--- config.mk ---
export PLATFORM = sky130hd
export DESIGN_NAME = lcd_bus_sched_flat
export DESIGN_NICKNAME = d
export VERILOG_FILES = /design/src/rtl/lcd_bus_sched_if.sv /design/src/rtl/lcd_bus_sched.sv /design/src/flat_wrapper.sv
export SDC_FILE = /design/constraint.sdc
export NUM_CORES = 1
export LEC_CHECK = 0
export BUFFER_PORTS_ARGS = -buffer_cell sky130_fd_sc_hd__buf_4
export CAP_MARGIN = 20
export CORE_ASPECT_RATIO = 0.8
export CORE_MARGIN = 1.5
export CORE_UTILIZATION = 45
export DETAILED_ROUTE_END_ITERATION = 10
export PLACE_DENSITY = 0.68
export SETUP_SLACK_MARGIN = 0.5
export SLEW_MARGIN = 20
export SYNTH_ARGS = -nofsm -noshare
export SYNTH_HDL_FRONTEND = slang
export SYNTH_SLANG_ARGS = --single-unit
--- constraint.sdc ---
create_clock -name clk -period 2.05 [get_ports clk]
set_input_delay 0.205 -clock clk [delete_from_list [all_inputs] [get_ports clk]]
set_output_delay 0.205 -clock clk [all_outputs]
set_load 0.01 [all_outputs]
--- src/rtl/lcd_bus_sched_if.sv ---
// Requester handshakes plus the character-LCD write bus driven by lcd_bus_sched.
// The scheduler uses the slave view; requesters and benches use the master view.
interface lcd_bus_sched_if;
  logic       req0;
  logic       rs0;
  logic [7:0] data0;
  logic       req1;
  logic       rs1;
  logic [7:0] data1;
  logic       gnt0;
  logic       gnt1;
  logic       ready;
  logic       busy;
  logic       lcd_e;
  logic       lcd_rs;
  logic       lcd_rw;
  logic [7:0] lcd_data;

  modport slave (
    input  req0, rs0, data0, req1, rs1, data1,
    output gnt0, gnt1, ready, busy, lcd_e, lcd_rs, lcd_rw, lcd_data
  );

  modport master (
    output req0, rs0, data0, req1, rs1, data1,
    input  gnt0, gnt1, ready, busy, lcd_e, lcd_rs, lcd_rw, lcd_data
  );
endinterface

--- src/rtl/lcd_bus_sched.sv ---
// Two-requester write scheduler for an HD44780-style character LCD: runs the
// power-up init sequence, then arbitrates writes and times the E strobe.
module lcd_bus_sched #(
  parameter int SETUP_CYC  = 1,
  parameter int PULSE_CYC  = 2,
  parameter int HOLD_CYC   = 1,
  parameter int WAIT_SHORT = 40,
  parameter int WAIT_LONG  = 1640,
  parameter int INIT_WAIT  = 15000
) (
  input  logic           clk,
  input  logic           rst,
  lcd_bus_sched_if.slave bus
);

  function automatic int max2(input int a, input int b);
    return (a > b) ? a : b;
  endfunction

  localparam int MAXV = max2(max2(max2(SETUP_CYC, PULSE_CYC), max2(HOLD_CYC, WAIT_SHORT)),
                             max2(WAIT_LONG, INIT_WAIT));
  localparam int CW   = ($clog2(MAXV + 1) > 16) ? $clog2(MAXV + 1) : 16;

  // Counter load values are "cycles - 1": a state ends when the counter reads zero.
  localparam logic [CW-1:0] L_SETUP = CW'(SETUP_CYC - 1);
  localparam logic [CW-1:0] L_PULSE = CW'(PULSE_CYC - 1);
  localparam logic [CW-1:0] L_HOLD  = CW'(HOLD_CYC - 1);
  localparam logic [CW-1:0] L_WSHRT = CW'(WAIT_SHORT - 1);
  localparam logic [CW-1:0] L_WLONG = CW'(WAIT_LONG - 1);
  localparam logic [CW-1:0] L_INIT  = CW'(INIT_WAIT - 1);

  typedef enum logic [2:0] {
    S_INIT_DLY,
    S_INIT_CMD,
    S_IDLE,
    S_SETUP,
    S_PULSE,
    S_HOLD,
    S_WAIT
  } state_t;

  state_t        r_state;
  state_t        w_state_next;
  logic [CW-1:0] r_cnt;
  logic [CW-1:0] w_cnt_next;
  logic [1:0]    r_init_idx;
  logic [1:0]    w_init_idx_next;
  logic          r_in_init;
  logic          w_in_init_next;
  logic          r_last;
  logic          w_last_next;
  logic          r_ready;
  logic          w_ready_next;
  logic          r_busy;
  logic          r_lcd_e;
  logic          r_lcd_rs;
  logic          w_lcd_rs_next;
  logic [7:0]    r_lcd_data;
  logic [7:0]    w_lcd_data_next;
  logic          w_gnt0;
  logic          w_gnt1;
  logic          w_cnt_done;
  logic          w_long;
  logic [7:0]    w_init_byte;

  assign w_cnt_done = (r_cnt == '0);
  // Clear (0x01) and home (0x02/0x03) need the long execution delay.
  assign w_long     = !r_lcd_rs && (r_lcd_data[7:2] == 6'd0);

  always_comb begin
    w_init_byte = 8'h38;
    case (r_init_idx)
      2'd0:    w_init_byte = 8'h38;
      2'd1:    w_init_byte = 8'h0C;
      2'd2:    w_init_byte = 8'h06;
      default: w_init_byte = 8'h01;
    endcase
  end

  always_comb begin
    w_state_next    = r_state;
    w_cnt_next      = w_cnt_done ? r_cnt : r_cnt - CW'(1);
    w_init_idx_next = r_init_idx;
    w_in_init_next  = r_in_init;
    w_last_next     = r_last;
    w_ready_next    = r_ready;
    w_lcd_rs_next   = r_lcd_rs;
    w_lcd_data_next = r_lcd_data;
    w_gnt0          = 1'b0;
    w_gnt1          = 1'b0;

    case (r_state)
      S_INIT_DLY: begin
        if (w_cnt_done) w_state_next = S_INIT_CMD;
      end
      S_INIT_CMD: begin
        w_lcd_rs_next   = 1'b0;
        w_lcd_data_next = w_init_byte;
        w_cnt_next      = L_SETUP;
        w_state_next    = S_SETUP;
      end
      S_IDLE: begin
        // r_last == 1 means requester 1 was granted last, so requester 0 wins a tie.
        if (r_ready && bus.req0 && (!bus.req1 || r_last)) begin
          w_gnt0 = 1'b1;
        end else if (r_ready && bus.req1) begin
          w_gnt1 = 1'b1;
        end
        if (w_gnt0 || w_gnt1) begin
          w_last_next     = w_gnt1;
          w_lcd_rs_next   = w_gnt1 ? bus.rs1 : bus.rs0;
          w_lcd_data_next = w_gnt1 ? bus.data1 : bus.data0;
          w_cnt_next      = L_SETUP;
          w_state_next    = S_SETUP;
        end
      end
      S_SETUP: begin
        if (w_cnt_done) begin
          w_cnt_next   = L_PULSE;
          w_state_next = S_PULSE;
        end
      end
      S_PULSE: begin
        if (w_cnt_done) begin
          w_cnt_next   = L_HOLD;
          w_state_next = S_HOLD;
        end
      end
      S_HOLD: begin
        if (w_cnt_done) begin
          w_cnt_next   = w_long ? L_WLONG : L_WSHRT;
          w_state_next = S_WAIT;
        end
      end
      S_WAIT: begin
        if (w_cnt_done) begin
          if (!r_in_init) begin
            w_state_next = S_IDLE;
          end else if (r_init_idx == 2'd3) begin
            w_in_init_next = 1'b0;
            w_ready_next   = 1'b1;
            w_state_next   = S_IDLE;
          end else begin
            w_init_idx_next = r_init_idx + 2'd1;
            w_state_next    = S_INIT_CMD;
          end
        end
      end
      default: begin
        w_cnt_next   = L_INIT;
        w_state_next = S_INIT_DLY;
      end
    endcase
  end

  always_ff @(posedge clk or posedge rst) begin
    if (rst) begin
      r_state    <= S_INIT_DLY;
      r_cnt      <= L_INIT;
      r_init_idx <= 2'd0;
      r_in_init  <= 1'b1;
      r_last     <= 1'b1;
      r_ready    <= 1'b0;
      r_busy     <= 1'b1;
      r_lcd_e    <= 1'b0;
      r_lcd_rs   <= 1'b0;
      r_lcd_data <= 8'h00;
    end else begin
      r_state    <= w_state_next;
      r_cnt      <= w_cnt_next;
      r_init_idx <= w_init_idx_next;
      r_in_init  <= w_in_init_next;
      r_last     <= w_last_next;
      r_ready    <= w_ready_next;
      r_busy     <= (w_state_next != S_IDLE);
      r_lcd_e    <= (w_state_next == S_PULSE);
      r_lcd_rs   <= w_lcd_rs_next;
      r_lcd_data <= w_lcd_data_next;
    end
  end

  // Grants are decoded from the registered IDLE state so a request can be
  // accepted in the very cycle ready first goes high.
  assign bus.gnt0     = w_gnt0;
  assign bus.gnt1     = w_gnt1;
  assign bus.ready    = r_ready;
  assign bus.busy     = r_busy;
  assign bus.lcd_e    = r_lcd_e;
  assign bus.lcd_rs   = r_lcd_rs;
  assign bus.lcd_rw   = 1'b0;
  assign bus.lcd_data = r_lcd_data;

endmodule
--- src/flat_wrapper.sv ---
// flat-port wrapper written by rule: the top's interface ports become plain ports
module lcd_bus_sched_flat 
#(
  parameter int SETUP_CYC  = 1,
  parameter int PULSE_CYC  = 2,
  parameter int HOLD_CYC   = 1,
  parameter int WAIT_SHORT = 40,
  parameter int WAIT_LONG  = 1640,
  parameter int INIT_WAIT  = 15000
)
  (clk, rst, bus_req0, bus_rs0, bus_data0, bus_req1, bus_rs1, bus_data1, bus_gnt0, bus_gnt1, bus_ready, bus_busy, bus_lcd_e, bus_lcd_rs, bus_lcd_rw, bus_lcd_data);
  lcd_bus_sched_if bus_i ();
  input  logic clk;
  input  logic rst;
  input wire logic [$bits(bus_i.req0)-1:0] bus_req0;
  input wire logic [$bits(bus_i.rs0)-1:0] bus_rs0;
  input wire logic [$bits(bus_i.data0)-1:0] bus_data0;
  input wire logic [$bits(bus_i.req1)-1:0] bus_req1;
  input wire logic [$bits(bus_i.rs1)-1:0] bus_rs1;
  input wire logic [$bits(bus_i.data1)-1:0] bus_data1;
  output wire logic [$bits(bus_i.gnt0)-1:0] bus_gnt0;
  output wire logic [$bits(bus_i.gnt1)-1:0] bus_gnt1;
  output wire logic [$bits(bus_i.ready)-1:0] bus_ready;
  output wire logic [$bits(bus_i.busy)-1:0] bus_busy;
  output wire logic [$bits(bus_i.lcd_e)-1:0] bus_lcd_e;
  output wire logic [$bits(bus_i.lcd_rs)-1:0] bus_lcd_rs;
  output wire logic [$bits(bus_i.lcd_rw)-1:0] bus_lcd_rw;
  output wire logic [$bits(bus_i.lcd_data)-1:0] bus_lcd_data;
  assign bus_i.req0 = bus_req0;
  assign bus_i.rs0 = bus_rs0;
  assign bus_i.data0 = bus_data0;
  assign bus_i.req1 = bus_req1;
  assign bus_i.rs1 = bus_rs1;
  assign bus_i.data1 = bus_data1;
  assign bus_gnt0 = bus_i.gnt0;
  assign bus_gnt1 = bus_i.gnt1;
  assign bus_ready = bus_i.ready;
  assign bus_busy = bus_i.busy;
  assign bus_lcd_e = bus_i.lcd_e;
  assign bus_lcd_rs = bus_i.lcd_rs;
  assign bus_lcd_rw = bus_i.lcd_rw;
  assign bus_lcd_data = bus_i.lcd_data;
  lcd_bus_sched #(.SETUP_CYC(SETUP_CYC), .PULSE_CYC(PULSE_CYC), .HOLD_CYC(HOLD_CYC), .WAIT_SHORT(WAIT_SHORT), .WAIT_LONG(WAIT_LONG), .INIT_WAIT(INIT_WAIT)) u_core (.clk(clk), .rst(rst), .bus(bus_i));
endmodule
Word-level counts from Yosys, hierarchy flattened. Index checks and enable logic that the tools add are counted.

Register bits: 35. Input port bits: 22. Output and inout port bits: 15. Word-level logic and storage cells: 76.

Add/sub/neg operators: 2. Equality and inequality tests: 12. Multiplexer cells: 32. Bitwise logic cells: 1. Reductions and logical operators: 19.

Operators by type and width (count): $pmux 16 s6 (1); $mux 16 (5); $mux 3 (7); $pmux 3 s7 (1); $pmux 6 s3 (1); $logic_not 16->1 (1); $mux 8 (2); $pmux 8 s2 (1); $sub 16x1->16 const B (1); $eq 3x3->1 const B (4); $mux 1 (11); $mux 11 (1); $reduce_and 4->1 (2); $eq 3x2->1 const B (2); $logic_not 6->1 (1); $reduce_and 2->1 (3); $eq 2x2->1 const B (2); $logic_and 1x1->1 (4); $eq 3x1->1 const B (1); $logic_not 3->1 (1); $ne 3x2->1 const B (1); $add 2x1->2 const B (1); $eq 2x1->1 const B (1); $logic_not 1->1 (2); other kinds (8) (9).

Depth between registers and ports, before layout.
Depth after elaboration: 9. Depth in mapped cells: 10. Mapped depth without buffers: 9.

Worst setup path before layout. OpenSTA, ideal clock, no wires.

Kind: reg2reg. Start point: reg u_core.r_cnt[3]. End point: reg u_core.r_cnt[0]. Setup time: 79 ps. Arrival: 2027 ps. Path slack: -56 ps. Stages on the path, launching flop included: 10. Clock period less this slack: 2106 ps. Cell sequence: dfrtp_1 -> nor4_4 -> nand4b_2 -> nor2_1 -> buf_4 -> inv_4 -> ha_1 -> nor2_1 -> o221ai_1 -> o21ai_0.

Cells in the longest elaborated chain, start to end: 4.

Ends and longest elaborated chain: start: declaration (RTL line lcd_bus_sched.sv:44) `logic [CW-1:0] r_cnt;`; start signal: assignment (RTL line lcd_bus_sched.sv:170) `r_cnt <= w_cnt_next;`; $logic_not 16->1 (*) (RTL line lcd_bus_sched.sv:66) `assign w_cnt_done = (r_cnt == '0);`; $mux 16 (RTL line lcd_bus_sched.sv:82) `w_cnt_next = w_cnt_done ? r_cnt : r_cnt - CW'(1);`; $mux 16 (on tied branches); $pmux 16 s6 (*) (RTL line lcd_bus_sched.sv:92) `case (r_state)`; via u_core.w_cnt_next[0] (RTL line lcd_bus_sched.sv:45) `logic [CW-1:0] w_cnt_next;`.

The timed path passes the listed nets; every way through them passes the cells marked *. A chain may end at the register's enable or synchronous reset.

Final worst setup path.
Start point: reg u_core.r_cnt[4]. End point: reg u_core.r_cnt[5].

Cells in the longest elaborated chain, start to end: 4.

Ends and longest elaborated chain (RTL line): $sub 16x1->16 or $logic_not 16->1 (tied branches) (lcd_bus_sched.sv:82, lcd_bus_sched.sv:66); $mux 16 (lcd_bus_sched.sv:82); $mux 16 (on tied branches); $pmux 16 s6 (*) (lcd_bus_sched.sv:92); via u_core.w_cnt_next[5] (lcd_bus_sched.sv:45).

Marked as above.

==> metrics.md <==
| Metric | Value |
|---|---|
| Run status | completed |
| EDFF count, synth | 0 |
| Max_slew headroom | between 60% and 70% |
| Starting Density | about half |
| Via density | 5.887 |
| Layout cell share with drive strength beyond 1 | ~48% |
| Clk buf depth | 2 |
| Routed vias | 2231 |
| Overflow after GRT | 0 |
| Post-synthesis sequential area ratio | 39.32% |
| Max Clock Freq | 520.0 MHz |
| Slowest CP cell | or4_4 |
| Family with the most delay on the worst path | simple AND/OR/NAND/NOR gates |
| Die Span X | 82.34 microns |
| Hold Slack | 0.02064 ns |
| Syn nets | 270 |
| Crit path kind | reg -> reg |
| Fin. max-slew vios | 0 |
| Synthesis-to-layout area growth | 47.10% |
| Synth area leaders | dfrtp_1 25%, dfstp_2 14%, mux2i_1 4.9% |
| TritonCTS clock tree | yes |
| Synth Flop Type | dfrtp_1 |
| CP max stage delay | 0.59 ns |
| Synth warnings | 0 |
| Net count, final | 347 |
| Critical path endpoint category | flop |
| Clock root buffer | clkbuf_8 |
| H-tree levels | 2 |
| Clock Power Share | between 30 and 40% |
| RSZ-0062 raised after global routing | true |
| Post-synthesis cell area | 0.002266 sq mm |
| Worst min-delay path category | in -> async |
| R2R Path End | u_core.r_cnt[5]$_DFF_PP0_ |
| Routed length per instance | 17.33 microns |
| Hold buffer count at cts | 0 |
| Async set-reset flop share out of synthesis | 100.0% |
| Router iterations before antenna repair | 5 |
| Reg2reg path depth | 6 |
| Number of global-route vias before repair | 2129 |
| IO Port Bufs | 35 |
| Synth Instances | 241 |
| Global Route Usage Sum | around 24% |
| Int Power | about 0.96 mW |
| Sw Share | 22.07% |
| Worst-path cell chain | or4_4 -> nor4b_4 -> buf_4 -> a31oi_1 -> mux2i_1 -> o311a_1 |
| Worst r2r src | u_core.r_cnt[4]$_DFF_PP1_ |
| Layout Utilization | a little over two thirds |
| ANT nets after route | 0 |
| Die H | 66.47 microns |
| Die area | around 0.0055 sq mm |
| Clk_lat worst skew | 0.29 ns |
| Worst reg-to-reg setup slack | 0.13 ns |
| Final Hold Vio Count | 0 |
| Max IR drop VDD | 0.2456 mV |
| Avg Cell Area, Syn | approximately 9.4 sq um |
| Ant diodes | 0 |
| # IOs | 37 |
| CP arrival | 2.14 ns |
| Finish-stage setup viols | 0 |
| GP Congestion | around 0.89 |
| Antenna violations before repair | 0 |
| Post-synth top area share | 25.40% |
| Fin Clk Skew | 0.009096 ns |
| Fin crit share | 93.80% |
| CP Max Fanout | 5 |
| Hpwl dp | 4.090 mm |
| Logic pwr share | about 4.4% |
| Worst Tran Pin Value | 0.5201 ns |
| Number of remaining DRC errors | 0 |
| Maxcap violations | 0 |
| Routed WL | roughly 6.6 mm |
| Post-synth top cells | 29 x nor2_1, 23 x dfrtp_1, 22 x nand2_1 |
| Buf+Inv Stages, Crit Path | 1 |
| Leading area contributor after synthesis | dfrtp_1 |
| CP startpoint kind | flop |
| Final min period | roughly 1.9 ns |
| TritonCTS buffer count | 5 |
| Switching pwr | ~0.27 mW |
| Clock-pin slew on the worst setup and hold paths | 0.07 ns |
| Yosys cell types | between 50 and 60 |
| First-pass GRT wire length | between 10 and 15 mm |
| PwrDens | 369.7 mW/mm^2 |
| Starting DRT DRC Count | 241 |
| Setup TNS | 0 ns |
| Number of clock sinks | 35 |
| CP Data Required Time | ~2.3 ns |
| Flop pwr share | 56.1% |
| Row Count | 22 |
| Largest net degree at the start of global routing | 36 |
| Leak | 1.565 nW |
| Area of the core | roughly 0.0047 sq mm |
| Most numerous cell in the Yosys netlist | nor2_1 |
| FF+latch count, synth | 35 |
==> layout by cell type, fill, tap and decap left out, types with 7 or more instances in the layout <==
cell type / Yosys / final
mux2i_1: 11 / 11
o21ai_1: 5 / 10
nor2_1: 29 / 25
buf_6: 0 / 12
nand2_1: 22 / 20
buf_4: 2 / 65
dfstp_2: 12 / 12
o21ai_0: 14 / 7
dfrtp_1: 23 / 19
inv_1: 9 / 8
==> worst reg2reg max path, stage by stage (launching register included) <==
cell,delay (ns)
dfstp_2,0.41
or4_4,0.59
nor4b_4,0.26
buf_4,0.19
a31oi_1,0.09
mux2i_1,0.15
o311a_1,0.18
==> cell families (layout without fill, tap and decap cells) <==
| kind of cell | after synthesis | after routing | share of synthesized area (%) |
|---|---|---|---|
| simple gates | 94 | 94 | 24.24 |
| xor+xnor | 9 | 9 | 3.479 |
| other cells | 1 | 1 | 0.1655 |
| buf+inv | 20 | 98 | 3.755 |
| flops | 35 | 35 | 39.32 |
| compound gates | 62 | 62 | 19.33 |
| mux | 13 | 13 | 5.853 |
| fa+ha+maj | 7 | 7 | 3.865 |
==> metal layers <==
layer,wire (microns),track usage (%),vias to the layer above
met1,2965,33.96,1080
met4,72,6.992,0
met5,0,0,-
met2,3133,38.21,90
met3,396,5.068,14
li1,-,-,1047
==> worst max path at each step <==
| stage | startpoint | end | depth (start not counted) |
|---|---|---|---|
| 6_report | u_core.r_cnt[4]$_DFF_PP1_ | u_core.r_cnt[5]$_DFF_PP0_ | 6 |
| 3_5_place_dp | u_core.r_cnt[5]$_DFF_PP0_ | u_core.r_cnt[1]$_DFF_PP1_ | 5 |
| 3_3_place_gp | u_core.r_cnt[4]$_DFF_PP1_ | u_core.r_cnt[1]$_DFF_PP1_ | 5 |
| 4_1_cts | u_core.r_cnt[6]$_DFF_PP0_ | u_core.r_cnt[5]$_DFF_PP0_ | 5 |
| 2_1_floorplan | u_core.r_cnt[4]$_DFF_PP1_ | u_core.r_cnt[0]$_DFF_PP1_ | 9 |
| 5_1_grt | u_core.r_cnt[4]$_DFF_PP1_ | u_core.r_cnt[0]$_DFF_PP1_ | 10 |
==> power by group through the flow <==
stage | combinational [mW] | clock [mW] | sequential (mW)
2_1_floorplan | 0.0182 | 0 | 0.704
5_1_grt | 0.0610 | 0.526 | 0.691
6_report | 0.0541 | 0.487 | 0.691
4_1_cts | 0.0558 | 0.496 | 0.691
3_3_place_gp | 0.0537 | 0 | 0.704
3_5_place_dp | 0.0543 | 0 | 0.704
==> layout make-up <==
cell class	count	area [sq um]
Clock inverter	1	5.005
Fill cell	332	1374
Clock buffer	7	76.32
Multi-Input combinational cell	186	1558
Timing Repair Buffer	80	678.2
Tap cell	60	75.07
Inverter	10	45.04
Sequential cell	35	895.9
==> through the flow <==
| step | instances | power [mW] | cell area [sq um] | worst slack (ns) |
|---|---|---|---|---|
| 4_1_cts | 370 | 1.243 | 3089 | 0.1358 |
| 6_report | 379 | 1.232 | 3333 | 0.1271 |
| 2_1_floorplan | 241 | 0.7219 | 2338 | 0.1603 |
| 3_5_place_dp | 345 | 0.7581 | 2764 | 0.04883 |
| 3_3_place_gp | 345 | 0.7574 | 2764 | 0.08271 |
| 5_1_grt | 379 | 1.278 | 3333 | 0.02054 |
==> sequential cells by signal, indices dropped and copies added, names as in the netlist <==
| name | count |
|---|---|
| u_core.r_state | 3 |
| u_core.bus.lcd_e | 1 |
| u_core.r_last | 1 |
| u_core.r_in_init | 1 |
| u_core.r_init_idx | 2 |
| u_core.bus.ready | 1 |
| u_core.bus.busy | 1 |
| u_core.bus.lcd_data | 8 |
| u_core.r_cnt | 16 |
| u_core.bus.lcd_rs | 1 |
==> what timing repair did <==
action | in CTS | in global routing
endpoints found under the setup margin | 37 | 36
setup buffers | 17 | 9
resized for setup | 31 | 35
cloned | 0 | 0
pin swaps | 19 | 27
(Power assumes the default switching activity.)
